[src/rtl/cpu_pkg.sv]
// rtl/cpu_pkg.sv - shared CPU encodings: next-PC select codes, IFU states, instruction field positions
package cpu_pkg;

  localparam logic [31:0] RESET_PC_DEFAULT = 32'h0000_3000;

  localparam int OP_MSB  = 31;
  localparam int OP_LSB  = 26;
  localparam int RS_MSB  = 25;
  localparam int RS_LSB  = 21;
  localparam int RT_MSB  = 20;
  localparam int RT_LSB  = 16;
  localparam int RD_MSB  = 15;
  localparam int RD_LSB  = 11;
  localparam int SH_MSB  = 10;
  localparam int SH_LSB  = 6;
  localparam int FN_MSB  = 5;
  localparam int FN_LSB  = 0;
  localparam int IMM_MSB = 15;
  localparam int IMM_LSB = 0;
  localparam int TGT_MSB = 25;
  localparam int TGT_LSB = 0;

  typedef enum logic [1:0] {
    BR_NONE = 2'b00,
    BR_COND = 2'b01,
    BR_JUMP = 2'b10,
    BR_JR   = 2'b11
  } branch_e;

  typedef enum logic [1:0] {
    ST_FETCH = 2'd0,
    ST_ISSUE = 2'd1,
    ST_FAULT = 2'd2
  } ifu_state_e;

endpackage

[src/rtl/ifu_next_pc.sv]
// rtl/ifu_next_pc.sv - combinational next-PC select and word-alignment check
module ifu_next_pc
  import cpu_pkg::*;
(
  input  logic [31:0] pc,
  input  logic [31:0] instr,
  input  logic [1:0]  Branch,
  input  logic        zero,
  input  logic [31:0] jr_target,
  output logic [31:0] next_pc,
  output logic        misaligned
);

  logic [31:0] pc_plus4;
  logic [31:0] br_offset;
  logic        unused_op;

  assign pc_plus4  = pc + 32'd4;
  assign br_offset = {{14{instr[IMM_MSB]}}, instr[IMM_MSB:IMM_LSB], 2'b00};
  assign unused_op = ^instr[OP_MSB:OP_LSB];

  always_comb begin
    next_pc = pc_plus4;
    case (branch_e'(Branch))
      BR_NONE: next_pc = pc_plus4;
      BR_COND: next_pc = zero ? (pc_plus4 + br_offset) : pc_plus4;
      BR_JUMP: next_pc = {pc_plus4[31:28], instr[TGT_MSB:TGT_LSB], 2'b00};
      BR_JR:   next_pc = jr_target;
      default: next_pc = pc_plus4;
    endcase
  end

  // Only a register target can be misaligned; the other paths are word-aligned by construction.
  assign misaligned = |next_pc[1:0];

endmodule

[src/rtl/ifu_fetch.sv]
// rtl/ifu_fetch.sv - instruction fetch unit: PC, imem req/ack fetch, field split, valid/ready issue
module ifu_fetch
  import cpu_pkg::*;
#(
  parameter logic [31:0] RESET_PC = RESET_PC_DEFAULT,
  parameter int          ADDR_W   = 32
) (
  input  logic              clk,
  input  logic              rst_n,
  output logic              imem_req,
  output logic [ADDR_W-1:0] imem_addr,
  input  logic              imem_ack,
  input  logic [31:0]       imem_rdata,
  output logic              instr_valid,
  input  logic              instr_ready,
  output logic [31:0]       instr,
  output logic [5:0]        op,
  output logic [5:0]        func,
  output logic [4:0]        rs,
  output logic [4:0]        rt,
  output logic [4:0]        rd,
  output logic [4:0]        shamt,
  output logic [15:0]       imm16,
  output logic [ADDR_W-1:0] pc,
  output logic [ADDR_W-1:0] pc_plus4,
  input  logic [1:0]        Branch,
  input  logic              zero,
  input  logic [31:0]       jr_target,
  output logic              fault
);

  ifu_state_e        state_q, state_d;
  logic [ADDR_W-1:0] pc_q, pc_d;
  logic [31:0]       instr_q, instr_d;
  logic              fault_q, fault_d;
  logic [31:0]       next_pc;
  logic              misaligned;

  ifu_next_pc u_next_pc (
    .pc         (pc_q),
    .instr      (instr_q),
    .Branch     (Branch),
    .zero       (zero),
    .jr_target  (jr_target),
    .next_pc    (next_pc),
    .misaligned (misaligned)
  );

  always_ff @(posedge clk or negedge rst_n) begin
    if (!rst_n) begin
      state_q <= ST_FETCH;
      pc_q    <= RESET_PC;
      instr_q <= '0;
      fault_q <= 1'b0;
    end else begin
      state_q <= state_d;
      pc_q    <= pc_d;
      instr_q <= instr_d;
      fault_q <= fault_d;
    end
  end

  always_comb begin
    state_d = state_q;
    pc_d    = pc_q;
    instr_d = instr_q;
    fault_d = fault_q;
    case (state_q)
      ST_FETCH: begin
        if (imem_ack) begin
          instr_d = imem_rdata;
          state_d = ST_ISSUE;
        end
      end
      ST_ISSUE: begin
        if (instr_ready) begin
          if (misaligned) begin
            fault_d = 1'b1;
            state_d = ST_FAULT;
          end else begin
            pc_d    = next_pc;
            state_d = ST_FETCH;
          end
        end
      end
      default: state_d = ST_FAULT;
    endcase
  end

  // Handshake outputs are gated by rst_n so they drop the instant reset is asserted.
  always_comb begin
    imem_req    = 1'b0;
    instr_valid = 1'b0;
    if (rst_n) begin
      imem_req    = (state_q == ST_FETCH);
      instr_valid = (state_q == ST_ISSUE);
    end
  end

  assign imem_addr = pc_q;
  assign pc        = pc_q;
  assign pc_plus4  = pc_q + ADDR_W'(4);
  assign fault     = fault_q;
  assign instr     = instr_q;
  assign op        = instr_q[OP_MSB:OP_LSB];
  assign rs        = instr_q[RS_MSB:RS_LSB];
  assign rt        = instr_q[RT_MSB:RT_LSB];
  assign rd        = instr_q[RD_MSB:RD_LSB];
  assign shamt     = instr_q[SH_MSB:SH_LSB];
  assign func      = instr_q[FN_MSB:FN_LSB];
  assign imm16     = instr_q[IMM_MSB:IMM_LSB];

endmodule

[config.mk]
export PLATFORM = sky130hd
export DESIGN_NAME = ifu_fetch
export DESIGN_NICKNAME = d
export VERILOG_FILES = /design/src/rtl/cpu_pkg.sv /design/src/rtl/ifu_next_pc.sv /design/src/rtl/ifu_fetch.sv
export SDC_FILE = /design/constraint.sdc
export NUM_CORES = 1
export LEC_CHECK = 0
export ABC_CLOCK_PERIOD_IN_PS = 3200
export BUFFER_PORTS_ARGS = -buffer_cell sky130_fd_sc_hd__buf_2
export CORE_ASPECT_RATIO = 1.5
export CORE_MARGIN = 4
export CORE_UTILIZATION = 45
export CTS_BUF_LIST = sky130_fd_sc_hd__clkbuf_4 sky130_fd_sc_hd__clkbuf_8 sky130_fd_sc_hd__clkbuf_16
export DETAILED_ROUTE_END_ITERATION = 16
export PLACE_DENSITY = 0.83
export SLEW_MARGIN = 40
export SYNTH_ARGS = -nofsm -noshare
export SYNTH_HDL_FRONTEND = slang
export SYNTH_SLANG_ARGS = --single-unit
[constraint.sdc]
create_clock -name clk -period 3.2 [get_ports clk]
set_clock_uncertainty 0.05 [all_clocks]
set_input_delay 0.32 -clock clk [delete_from_list [all_inputs] [get_ports clk]]
set_output_delay 0.32 -clock clk [all_outputs]
set_load 0.005 [all_outputs]
==> impl_metrics.tcl <==
set metrics [dict create \
    status "finished with violations" \
    violations "setup timing" \
    stdcell_area_um2 9640 \
    die_y_um 153 \
    synthArstFlopShare_pct 100 \
    p_leak_uw 0.00487 \
    hold_violations 0 \
    drt_iter0_markers 866 \
    ff_latch_area_um2 1680 \
    io_pins 250 \
    m1WireLength_um 9730 \
    crit_arrival_ns 3.94 \
    rows 52 \
    required_ns 3.42 \
    final_nets 1177 \
    place_area_um2 8290 \
    syn2layout_area_growth_pct 53.8 \
    grt_first_pass_wirelength_um 38600 \
    synth_seq_area_share_pct 26.8 \
    dr.max_layer_used "met4" \
    final_cell_mix "buf_2 (248), buf_4 (194), dfrtp_1 (63), nand2_1 (60), mux2_2 (41)" \
    drc_errors 0 \
    tns_ns -4.36 \
    dp_hpwl_um 17700 \
    die_area_um2 15900 \
    clock_latency_ns 0.35 \
    wl_met2_um 14200 \
    cts_tree "built" \
    setup_slack_ns -0.522 \
    wl_per_cell_um 23.0 \
    holdPathStages 3 \
    cts.path.max_buffers 2 \
    grt_overflow_total 0 \
    power.switching_uw 5870 \
    fmax_mhz 269 \
    hold_class "in2reg" \
    cap_violations 0 \
    routed_wl_um 28500 \
    die_w_um 104 \
    antenna_found_initial 1 \
    slew_viol_final 0 \
    drtAntennaViolNets 0 \
    core_area_um2 13600 \
    p_sw_share_pct 46.7 \
    gp_congestion 0.982 \
    max_slew_margin_pct 42.1 \
    netlist_instances 718 \
    drive_gt1_share_pct 59.2 \
    period_minus_slack_ns 3.72 \
    tightestPinTransition_ns 0.866 \
    final_cells 1239 \
    wl_met3_um 2560 \
    synth_fp_nets 824 \
    syn-cell-area_um2 6270 \
    p_int_uw 6700 \
    vdd_drop_max_mv 0.583 \
    place_inst 1179 \
    final_util_pct 70.9 \
    crit_fanout 5 \
    avgSynthCellArea_um2 8.73 \
    cts_root_buf "clkbuf_16" \
    layout_commonest_cell "buf_2" \
    multi_input_comb_area_um2 4570 \
    synth_flop_cell "dfrtp_1" \
    port_buffers 249 \
    grt_max_degree 39 \
    crit_type "reg2reg" \
    powerDensity_nw_per_um2 1300 \
    min_period_over_period_pct 116 \
    clock_power_share_pct 8.5 \
    num_vias 7631 \
    rsz0062_at_grt "true" \
    setup_violations 19 \
    place_ws_ns -0.366 \
    firstDrtPassIters 6 \
    path_clk_slew_ns 0.07 \
    numCtsBuffers 9 \
    worst_r2r_path_depth 15 \
    grt_pass1_vias 7386 \
    via_per_inst 6.16 \
    synth-seq-cells 67 \
    yosys_warnings 0 \
    synth_cell_types 75 \
    nFillCells 935 \
    start_util_pct 46.1 \
    p_seq_share_pct 13.9 \
    end_kind "register" \
    crit_path_start_kind "register" \
    synth_edf_count 0 \
    power_frac_comb_pct 77.6 \
    grt_use_total_pct 30.0 \
    cts_htree_levels 3 \
    cts.sinks 67 \
]
## critical path, cell delays in order (launching register included)
cell      delay, ns
dfstp_2        0.54
nand4_1        0.13
buf_4          0.19
buf_4          0.14
nor4_4         0.18
nand3_2        0.22
xnor2_2        0.33
ha_4           0.28
a21oi_4        0.17
o211ai_1       0.15
a41oi_2        0.21
o21ai_2        0.09
a22oi_2        0.22
mux2i_1        0.27
mux2_4         0.33
o21ai_2        0.14
## logic make-up after synthesis
family | count (synthesis) | share of synthesized area [%]
xor gates and xnor gates | 47 | 6.69
adders and majority gates | 35 | 7.11
AOI/OAI and AO/OA | 181 | 19.3
DFF | 67 | 26.8
and+or+nand+nor | 201 | 16.6
muxes | 63 | 11.0
buffers and inverters | 124 | 12.5
## stage by stage
step                      power (uW)  hold slack, ns
final                          12600           0.116
after global routing           13200           0.126
after CTS                      11000           0.123
after detailed placement        9350           0.228
after global placement          9200           0.224
after floorplan                 6280         -0.0256
## layer usage
layer  track usage [%]  vias to the layer above
met2              52.9                      622
li1                  -                     3227
met1              33.3                     3596
met5                 0                        -
met4              18.6                        0
met3              4.75                      186
## registers in the layout (all words and copies together), names as in the netlist
register   flops
imem_addr     32
fault          1
state_q        2
instr         32
## Yosys cell counts (5+ instances only)
| cell type | n | area share, % |
|---|---|---|
| nor3b_1 | 5 | 0.60 |
| clkbuf_1 | 19 | 1.1 |
| and2_1 | 10 | 1.0 |
| xor2_1 | 21 | 2.9 |
| buf_4 | 82 | 9.8 |
| o21ai_1 | 6 | 0.48 |
| mux2_2 | 41 | 7.4 |
| o211ai_1 | 7 | 0.84 |
| nand2_1 | 67 | 4.0 |
| o21ai_0 | 37 | 3.0 |
| nand3_1 | 18 | 1.4 |
| nand4_1 | 9 | 0.90 |
| inv_1 | 13 | 0.78 |
| nor3_1 | 7 | 0.56 |
| nand2b_1 | 8 | 0.80 |
| a211oi_1 | 6 | 0.72 |
| and3_1 | 11 | 1.1 |
| a31oi_1 | 5 | 0.50 |
| a21o_1 | 15 | 1.8 |
| nor2_1 | 38 | 2.3 |
| mux2i_1 | 21 | 3.4 |
| a21oi_1 | 52 | 4.2 |
| xnor2_1 | 25 | 3.5 |
| nor2b_1 | 7 | 0.70 |
| a221oi_1 | 6 | 0.84 |
| ha_1 | 34 | 6.8 |
| buf_2 | 8 | 0.64 |
| dfrtp_1 | 65 | 26 |
## path summary, 6_finish.rpt
| path | startpoint | endpoint | slack (ns) |
|---|---|---|---|
| setup reg to reg | imem_addr[13]$_DFFE_PN1P_ | imem_addr[31]$_DFFE_PN0P_ | -0.52 |
| setup / recovery | imem_addr[13]$_DFFE_PN1P_ | imem_addr[31]$_DFFE_PN0P_ | -0.52 |
| hold reg to reg | fault$_DFFE_PN0P_ | fault$_DFFE_PN0P_ | 0.41 |
| max in group asynchronous | rst_n | instr[9]$_DFFE_PN0P_ | 1.77 |
| min in group asynchronous | rst_n | instr[4]$_DFFE_PN0P_ | 0.40 |
| hold / removal | imem_rdata[1] | instr[1]$_DFFE_PN0P_ | 0.12 |
## layout make-up
type	count	area share (%)
Antenna cell	1	0.0260
Clock buffer	9	2.34
Clock inverter	7	0.792
Inverter	14	0.545
Multi-Input combinational cell	527	47.4
Sequential cell	67	17.4
Tap cell	162	2.10
Timing Repair Buffer	452	29.3
## repair_timing
item,CTS,global route
gates resized for setup,51,86
gates cloned,0,0
endpoints found under the setup margin,19,21
pin swaps,38,57
hold buffers,1,0
setup buffers,25,18
hold endpoints to repair,29,0
## power by group through the flow
stage                     Clock [uW]  Sequential [uW]  Combinational [uW]
after floorplan                    0             1840                4440
after global placement             0             1680                7530
after detailed placement           0             1710                7650
after CTS                       1050             1700                8240
after global routing            1100             1810               10300
final                           1070             1740                9760
(Power assumes the default switching activity.)
